===== src/rtl/picoblaze_port_bank.sv =====
// PicoBlaze I/O port bank.
// Holds NUM_REGS read/write data registers, a sticky button-event register,
// a status register and the commit handshake toward the RTC controller.
module picoblaze_port_bank #(
  parameter int          NUM_REGS  = 9,
  parameter int          DATA_W    = 8,
  parameter logic [7:0]  BASE_ADDR = 8'h10,
  parameter int          BTN_N     = 4,
  parameter logic [7:0]  BTN_ADDR  = 8'h01,
  parameter logic [7:0]  STAT_ADDR = 8'h02,
  parameter logic [7:0]  CTRL_ADDR = 8'h03
) (
  input  logic                         clk_i,
  input  logic                         reset_i,
  input  logic [7:0]                   port_id_i,
  input  logic                         write_strobe_i,
  input  logic                         read_strobe_i,
  input  logic [DATA_W-1:0]            out_port_i,
  output logic [DATA_W-1:0]            in_port_o,
  input  logic [BTN_N-1:0]             btn_i,
  input  logic                         ext_load_i,
  input  logic [NUM_REGS*DATA_W-1:0]   ext_data_i,
  output logic [NUM_REGS*DATA_W-1:0]   reg_data_o,
  output logic [NUM_REGS-1:0]          reg_we_o,
  output logic                         commit_req_o,
  input  logic                         commit_ack_i
);

  typedef enum logic [1:0] {
    IDLE     = 2'd0,
    REQ      = 2'd1,
    WAIT_LOW = 2'd2
  } commit_state_e;

  logic [DATA_W-1:0]   regs_q [NUM_REGS];
  logic [DATA_W-1:0]   regs_d [NUM_REGS];
  logic [NUM_REGS-1:0] wr_hit;
  logic [NUM_REGS-1:0] reg_we_q;
  logic [DATA_W-1:0]   in_port_q;
  logic [DATA_W-1:0]   in_port_d;

  logic [BTN_N-1:0]    btn_meta_q;
  logic [BTN_N-1:0]    btn_sync_q;
  logic [BTN_N-1:0]    btn_prev_q;
  logic [BTN_N-1:0]    btn_rise;
  logic [BTN_N-1:0]    flags_q;
  logic [BTN_N-1:0]    flags_d;

  logic                ext_valid_q;
  logic                ext_valid_d;
  logic                commit_done_q;
  logic                commit_req_q;
  logic                commit_busy;
  commit_state_e       state_q;

  logic                btn_rd;
  logic                stat_rd;
  logic                ctrl_wr;

  assign btn_rd      = read_strobe_i  && (port_id_i == BTN_ADDR);
  assign stat_rd     = read_strobe_i  && (port_id_i == STAT_ADDR);
  assign ctrl_wr     = write_strobe_i && (port_id_i == CTRL_ADDR);
  assign commit_busy = (state_q == REQ);

  // Decode CPU writes into a one-hot register select
  always_comb begin
    wr_hit = '0;
    for (int i = 0; i < NUM_REGS; i++) begin
      if (write_strobe_i && (port_id_i == 8'(int'(BASE_ADDR) + i))) begin
        wr_hit[i] = 1'b1;
      end
    end
  end

  // Next register contents: a CPU write beats an RTC bulk load for its own register only
  always_comb begin
    for (int i = 0; i < NUM_REGS; i++) begin
      regs_d[i] = regs_q[i];
      if (wr_hit[i]) begin
        regs_d[i] = out_port_i;
      end else if (ext_load_i) begin
        regs_d[i] = ext_data_i[i*DATA_W +: DATA_W];
      end
    end
  end

  // Data registers and the write-notify pulse
  always_ff @(posedge clk_i) begin
    if (reset_i) begin
      for (int i = 0; i < NUM_REGS; i++) begin
        regs_q[i] <= '0;
      end
      reg_we_q <= '0;
    end else begin
      for (int i = 0; i < NUM_REGS; i++) begin
        regs_q[i] <= regs_d[i];
      end
      reg_we_q <= wr_hit;
    end
  end

  // Rising edges seen after synchronisation; a read clears old flags but not a fresh edge
  always_comb begin
    btn_rise    = btn_sync_q & ~btn_prev_q;
    flags_d     = (btn_rd ? '0 : flags_q) | btn_rise;
    ext_valid_d = (stat_rd ? 1'b0 : ext_valid_q) | ext_load_i;
  end

  // Button synchroniser, edge history, sticky event flags and RTC load flag
  always_ff @(posedge clk_i) begin
    if (reset_i) begin
      btn_meta_q  <= '0;
      btn_sync_q  <= '0;
      btn_prev_q  <= '0;
      flags_q     <= '0;
      ext_valid_q <= 1'b0;
    end else begin
      btn_meta_q  <= btn_i;
      btn_sync_q  <= btn_meta_q;
      btn_prev_q  <= btn_sync_q;
      flags_q     <= flags_d;
      ext_valid_q <= ext_valid_d;
    end
  end

  // Commit handshake toward the RTC; abort takes priority over everything else
  always_ff @(posedge clk_i) begin
    if (reset_i) begin
      state_q       <= IDLE;
      commit_req_q  <= 1'b0;
      commit_done_q <= 1'b0;
    end else begin
      if (stat_rd) begin
        commit_done_q <= 1'b0;
      end
      if (ctrl_wr && out_port_i[1]) begin
        state_q      <= IDLE;
        commit_req_q <= 1'b0;
      end else begin
        case (state_q)
          IDLE: begin
            if (ctrl_wr && out_port_i[0]) begin
              state_q       <= REQ;
              commit_req_q  <= 1'b1;
              commit_done_q <= 1'b0;
            end
          end
          REQ: begin
            if (commit_ack_i) begin
              state_q       <= WAIT_LOW;
              commit_req_q  <= 1'b0;
              commit_done_q <= 1'b1;
            end
          end
          WAIT_LOW: begin
            if (!commit_ack_i) begin
              state_q <= IDLE;
            end
          end
          default: begin
            state_q      <= IDLE;
            commit_req_q <= 1'b0;
          end
        endcase
      end
    end
  end

  // Read-data mux selected by port_id; unmapped ids read as zero
  always_comb begin
    in_port_d = '0;
    for (int i = 0; i < NUM_REGS; i++) begin
      if (port_id_i == 8'(int'(BASE_ADDR) + i)) begin
        in_port_d = regs_q[i];
      end
    end
    if (port_id_i == BTN_ADDR) begin
      in_port_d = '0;
      in_port_d[BTN_N-1:0] = flags_q;
    end
    if (port_id_i == STAT_ADDR) begin
      in_port_d = '0;
      in_port_d[2:0] = {commit_busy, commit_done_q, ext_valid_q};
    end
  end

  // Registered read data, refreshed every cycle regardless of read_strobe
  always_ff @(posedge clk_i) begin
    if (reset_i) begin
      in_port_q <= '0;
    end else begin
      in_port_q <= in_port_d;
    end
  end

  // Flatten the register array onto the output bus
  always_comb begin
    reg_data_o = '0;
    for (int i = 0; i < NUM_REGS; i++) begin
      reg_data_o[i*DATA_W +: DATA_W] = regs_q[i];
    end
  end

  assign in_port_o    = in_port_q;
  assign reg_we_o     = reg_we_q;
  assign commit_req_o = commit_req_q;

endmodule


===== config.mk =====
export PLATFORM = sky130hd
export DESIGN_NAME = picoblaze_port_bank
export DESIGN_NICKNAME = d
export VERILOG_FILES = /design/src/rtl/picoblaze_port_bank.sv
export SDC_FILE = /design/constraint.sdc
export NUM_CORES = 1
export LEC_CHECK = 0
export ABC_AREA = 1
export CAP_MARGIN = 0
export CORE_MARGIN = 2
export CORE_UTILIZATION = 49
export DETAILED_ROUTE_END_ITERATION = 16
export PLACE_DENSITY = 0.85
export SLEW_MARGIN = 20
export SYNTH_ARGS = -nofsm -noshare
export SYNTH_HDL_FRONTEND = slang
export SYNTH_SLANG_ARGS = --single-unit
export TNS_END_PERCENT = 20

===== constraint.sdc =====
create_clock -name clk_i -period 2.5 [get_ports clk_i]
set_input_delay 0.5 -clock clk_i [delete_from_list [all_inputs] [get_ports clk_i]]
set_output_delay 0.5 -clock clk_i [all_outputs]
set_load 0.1 [all_outputs]

==> summary.txt, run 1 <==
Pwr
  • Sw Share: 37.9%
  • Leak pwr: 3.28 nW
  • Combinational share of power: 25.3%
  • Seq pwr share: 46.4%
  • Tot Pwr: 4.10 mW
  • Power share of the clock group: 28.3%
  • Power density cells: 565 mW/mm2
  • Net Sw Power: 1.55 mW
  • Peak VDD IR: 0.000500 V
  • Int Pwr: 2.55 mW

Final layout
  • FILL cells: 886
  • Layout Nets: 1026
  • Number of inserted diodes: 0
  • Share of cells above drive strength 1: 18.6%
  • Sequential cell area: 0.00220 mm2
  • Area of the multi-input gates: 0.00255 mm2
  • Area growth, synth to finish: 38.2%
  • Finished Core Util: 70.0%

Clock network
  • CTS tree: built
  • Clk buf depth: 2
  • Clock transition at the registers of the reported paths: 0.13 ns
  • CTS resizes: 0
  • Hold Buf Count CTS: 0
  • Insertion delay to the later sink of the worst-skew pair: 0.40 ns
  • Htree depth: 3
  • CTS Root Buffer Type: clkbuf_8
  • Setup Buffers After CTS: 0
  • # clock sinks: 110
  • Num CTS Buffers: 9

Yosys
  • Number of library cell types mapped by synthesis: 34
  • Simple-gate area share of the yosys netlist: 35.1%
  • Cell count after synthesis: 744
  • Synthesized flop and latch total: 110
  • Post-Syn Nets: 842
  • Cell area after synthesis: 0.00525 mm2
  • Synth Area in XOR/XNOR: 0%
  • Largest family of logic cells by synthesized area: simple AND/OR/NAND/NOR gates
  • Compound-Gate Fraction of Synth Area: 13.5%
  • Yosys top cell by area: dfxtp_1
  • Multiplexer share of the synthesized area: 0%
  • Yosys warnings: 0
  • Synth top area share: 41.9%
  • Sequential area share after synthesis: 41.9%
  • Average size of a mapped cell: 7.06 um2
  • Dominant cells by area after synthesis: dfxtp_1, nand2_1, nand3_1
  • Adder and majority cell fraction of the synthesized area: 0%

Flow run
  • Max-cap viol count: 0

Timing
  • F_max: 0.484 GHz
  • Hold Vio Cnt, Final: 0
  • Slack of the critical path: 0.436 ns
  • Max-slew violations: 0
  • RSZ-0062 raised after global routing: false
  • Least-Margin Pin Slew: 0.781 ns
  • Period minus WS final: 2.06 ns
  • Hold WS: 0.413 ns
  • Setup total negative slack: 0 ns
  • Clock skew: 0.00806 ns
  • Tcrit/Tclk final: 82.6%
  • Normalized max-slew margin: 47.9%
  • Final setup violation count: 0

Die
  • Die Y: 108 um
  • Core area: 0.0104 mm2
  • Die Area: 0.0116 mm2
  • Initial core utilization: 50.7%
  • I/O Pins: 188
  • # rows: 37
  • Die span in x: 108 um

Placement
  • Final GP Congestion: 0.966
  • Port bufs: 187
  • Placed wire-length estimate: 14100 um
  • Pre-CTS WS: 0.0680 ns

Setup path
  • CP endpoint kind: register
  • Critical Path Start Type: input pin
  • Worst-path fanout max: 5
  • Worst EP required: 2.79 ns
  • Crit Path Category: in2reg
  • FF-to-FF setup slack: 1.21 ns
  • Worst EP arrival: 2.36 ns

Global route
  • Largest net degree at the start of global routing: 99
  • Initial antenna violation count: 0
  • Total Routing Usage GR: 32.6%
  • First-pass GRT wire length: 28800 um
  • GRT Residual Overflow: 0
  • Vias in the first global route: 5401

Detailed routing
  • DR vias/cell: 5.55
  • ANT nets after route: 0
  • Number of DRC markers in iteration 0: 479
  • DRT Pass-1 Iters: 5
  • DRC: 0
  • Routed vias: 5930
  • WL final: 19000 um
  • DR WL/cell: 17.7 um

Run status
  • Status: finished clean

Min path
  • Worst Hold Class: reg2reg
-- Yosys cell counts --
master	instances
inv_2	10
o22ai_2	1
buf_2	4
o2111ai_1	1
nor2_4	9
inv_1	68
clkbuf_1	16
o221a_2	1
inv_4	1
a31oi_1	59
nand2_1	203
nand4_1	7
buf_4	2
and2_1	1
buf_6	6
nor3_2	2
dfxtp_1	110
o22ai_1	7
o211ai_1	1
a21oi_1	26
a211oi_1	1
nand3b_1	1
clkinv_1	1
nor2_1	70
nand3_1	81
nor2_2	3
nor2_8	4
clkinv_4	2
nor3_1	3
nand2_2	10
buf_1	4
o21ai_1	7
o21ai_0	17
nand2_4	5
-- flip-flops by register name, indices dropped and copies added (netlist names) --
signal / cells
regs_q: 72
reg_we_o: 9
ext_valid_q: 1
commit_req_o: 1
flags_q: 4
state_q: 2
btn_meta_q: 4
commit_done_q: 1
btn_sync_q: 4
btn_prev_q: 4
in_port_o: 8
-- cells in the final DEF, fill, tap and decap left out --
cell type and instances:
inv_8 1, inv_2 10, clkinv_4 2, nand2_4 5, nor2_8 4, nor2_1 70, nor3_1 3, buf_2 2
clkbuf_8 9, o21ai_0 17, o221a_2 1, nor2_4 9, clkinv_1 1, nor3_2 2, buf_4 106, dfxtp_1 110
o2111ai_1 1, o211ai_1 1, inv_1 68, nand2_1 203, a21oi_1 26, clkinv_8 3, inv_12 1, a211oi_1 1
nand3_1 81, nand3b_1 1, inv_4 1, nand2_2 10, nand4_1 7, clkdlybuf4s50_1 95, o22ai_2 1, o21ai_1 7
o22ai_1 7, a31oi_1 59, buf_12 2, inv_6 2, and2_1 1, nor2_2 3
-- per-stage QoR --
stage / instance area [um2] / cells
after global placement: 7040 / 1053
final: 7260 / 1069
after CTS: 7260 / 1069
after detailed placement: 7040 / 1053
after floorplan: 5250 / 744
after global routing: 7260 / 1069
-- power by group through the flow --
stage          Combinational (mW)  Sequential, mW  Clock [mW]
6_report                     1.04            1.90        1.16
5_1_grt                      1.08            1.91        1.24
4_1_cts                      1.03            1.90        1.17
3_5_place_dp                 1.03            1.94           0
3_3_place_gp                 1.02            1.94           0
2_1_floorplan               0.220            2.38           0
-- worst max-delay path: stages --
cell             delay, ns
clkdlybuf4s50_1       0.60
inv_2                 0.08
nand2_2               0.13
nor2_4                0.08
nand2_2               0.15
inv_1                 0.09
nand2_1               0.07
nand3_1               0.10
a21oi_1               0.24
nand4_1               0.14
nor2_1                0.12
nor2_1                0.07
-- path summary, 6_finish.rpt --
path | from | end | cells past startpoint
hold / removal | btn_meta_q[2] | btn_sync_q[2] | 2
hold reg to reg | btn_meta_q[2] | btn_sync_q[2] | 2
setup reg to reg | regs_q[0][11] | in_port_o[3] | 8
setup / recovery | port_id_i[0] | in_port_o[6] | 12
-- logic make-up (layout without fill, tap and decap cells) --
kind of cell	after synthesis	count (layout)
simple gates	399	399
compound gates	121	121
flops	110	110
buf+inv	114	303
-- routing by layer --
metal / share of wire (%) / track usage (%) / vias up
met3: 9.4 / 6.36 / 49
li1: - / - / 2811
met2: 45 / 51.0 / 335
met1: 42 / 43.5 / 2735
met5: 0 / 0 / -
met4: 3.7 / 14.4 / 0
-- cell type report --
type                       instances  area share, %
clock buffer                       9           1.71
multi-input combinational        520           35.2
inverter                          82           4.41
clock inverter                     7           1.29
sequential                       110           30.3
timing repair buffer             205           24.8
tap                              136           2.34
Power figures use the tool's default switching activity.
==> inputs of run 2 (changes only) <==
- CORE_UTILIZATION: 49 -> 45
- PLACE_DENSITY: 0.85 -> 0.79
- clock period: 2.5 -> 2.2 ns (I/O delays scaled with it)
==> summary.txt, run 2 (synthesized netlist as in run 1, its figures left out) <==
Die
  • Die span in x: 112 um (+4.2%)
  • Die Area: 0.0126 mm2 (+8.6%)
  • Die Y: 112 um (+4.2%)
  • I/O Pins: 188 (unchanged)
  • Core area: 0.0114 mm2 (+10%)
  • Initial core utilization: 46.0% (-4.7 points)
  • # rows: 39 (+5.4%)

Pwr
  • Tot Pwr: 4.95 mW (+21%)
  • Leak pwr: 3.41 nW (+3.9%)
  • Power density cells: 662 mW/mm2 (+17%)
  • Peak VDD IR: 0.000391 V (-22%)

Setup path
  • Critical Path Start Type: input pin
  • Crit Path Category: in2reg
  • CP endpoint kind: register
  • Worst EP required: 2.43 ns (-0.36 ns)
  • Critical R2R Capture: in_port_o[0]
  • R2r worst-path depth: 8 (unchanged)
  • Critical R2R Launch: regs_q[0][8]
  • FF-to-FF setup slack: 0.95 ns (-0.26 ns)
  • Setup crit end: in_port_o[0]
  • Worst-path fanout max: 4 (-1)
  • Worst EP arrival: 2.20 ns (-0.16 ns)
  • CP Launch Point: port_id_i[0]

Detailed routing
  • Number of DRC markers in iteration 0: 433 (-9.6%)
  • DRC: 0 (unchanged)
  • Routed vias: 5873 (-0.96%)
  • DRT Pass-1 Iters: 6 (+1)
  • ANT nets after route: 0 (unchanged)
  • DR WL/cell: 16.6 um (-6.2%)
  • DR vias/cell: 5.37 (-3.1%)
  • WL final: 18200 um (-4.1%)

Timing
  • Normalized max-slew margin: 55.2% (+7.2 points)
  • RSZ-0062 raised after global routing: false
  • Hold Vio Cnt, Final: 0 (unchanged)
  • Tcrit/Tclk final: 89.7%
  • Slack of the critical path: 0.226 ns (-0.210 ns)
  • Max-slew violations: 0 (unchanged)
  • Final setup violation count: 0 (unchanged)
  • Clock skew: 0.00656 ns (-0.00151 ns)
  • F_max: 0.507 GHz
  • Least-Margin Pin Slew: 0.671 ns (-0.110 ns)
  • Setup total negative slack: 0 ns (unchanged)
  • Period minus WS final: 1.97 ns

Min path
  • Hold Crit Start: btn_meta_q[0]
  • Worst Hold Class: reg2reg
  • Worst hold path cell count: 2 (unchanged)

Final layout
  • Reg with most FFs: regs_q
  • Sequential cell area: 0.00220 mm2 (unchanged)
  • Number of inserted diodes: 0 (unchanged)
  • Area of the multi-input gates: 0.00255 mm2 (unchanged)
  • Share of cells above drive strength 1: 19.7% (+1.0 points)
  • Layout Nets: 1044 (+1.8%)
  • Most frequent cells in the layout: nand2_1, buf_4, dfxtp_1
  • Area growth, synth to finish: 42.4%
  • Commonest non-fill, non-tap cell in the layout: nand2_1
  • Max reg flops: 72 (unchanged)
  • Finished Core Util: 65.5% (-4.5 points)
  • FILL cells: 1039 (+17%)

Clock network
  • # clock sinks: 110 (unchanged)
  • Num CTS Buffers: 9 (unchanged)
  • Setup Buffers After CTS: 0 (unchanged)
  • CTS resizes: 0 (unchanged)
  • Insertion delay to the later sink of the worst-skew pair: 0.35 ns (-0.05 ns)
  • Htree depth: 3 (unchanged)
  • CTS Root Buffer Type: clkbuf_16
  • Clk buf depth: 2 (unchanged)
  • Clock transition at the registers of the reported paths: 0.07 ns (-0.06 ns)
  • CTS tree: built
  • Hold Buf Count CTS: 0 (unchanged)

Global route
  • GRT Residual Overflow: 0 (unchanged)
  • Largest net degree at the start of global routing: 51 (-48%)
  • Vias in the first global route: 5616 (+4.0%)
  • Initial antenna violation count: 0 (unchanged)
  • Total Routing Usage GR: 28.9% (-3.6 points)
  • First-pass GRT wire length: 28700 um (-0.29%)

Placement
  • Port bufs: 187 (unchanged)
  • Final GP Congestion: 0.909 (-5.8%)
  • Placed wire-length estimate: 13900 um (-1.5%)
  • Pre-CTS WS: -0.0890 ns (-0.157 ns)

Flow run
  • Max-cap viol count: 0 (unchanged)

Run status
  • Status: finished clean
run 2: metal layers:
metal / global-route usage (%) / vias up / wire length [um]
met3: 5.56 / 35 / 1830
li1: - / 2835 / -
met5: 0 / - / 0
met4: 11.2 / 0 / 413
met2: 44.6 / 333 / 8080
met1: 40.4 / 2670 / 7850
run 2: worst max-delay path, cell delays in order:
cell	delay, ns
clkdlybuf4s50_1	0.61
inv_2	0.08
nand2_2	0.11
nor2_4	0.05
buf_4	0.14
nand3_1	0.06
nand2_1	0.09
nor3_1	0.17
nand3_1	0.11
nand2_1	0.08
nand3_1	0.10
nand2_1	0.08
nand2_1	0.08
run 2: layout make-up:
| class | count | share of cell area [%] |
|---|---|---|
| repair buffers | 223 | 26.0 |
| flip-flops and latches | 110 | 29.4 |
| clock buffers | 14 | 3.39 |
| inverters | 82 | 4.28 |
| well taps | 143 | 2.39 |
| multi-input cells | 520 | 34.1 |
| clock inverters | 1 | 0.401 |
run 2: stage by stage:
step           instances  instance area, um2  hold slack, ns
2_1_floorplan        744                5250           0.388
3_3_place_gp        1078                7200           0.394
3_5_place_dp        1078                7200           0.401
4_1_cts             1093                7480           0.409
5_1_grt             1093                7480           0.434
6_report            1093                7480           0.405
run 2: how the worst min path moves through the flow:
stage,to,slack [ns]
finish,btn_sync_q[0],0.40
global route,btn_sync_q[3],0.43
CTS,btn_sync_q[0],0.41
detailed placement,btn_sync_q[0],0.40
global placement,btn_sync_q[1],0.39
floorplan,btn_sync_q[0],0.39
run 2: power breakdown:
part | leakage (nW) | switching [mW] | internal, mW
registers | 0.903 | 0.0837 | 2.08
clock network | 0.137 | 0.690 | 0.911
logic | 2.37 | 0.838 | 0.349
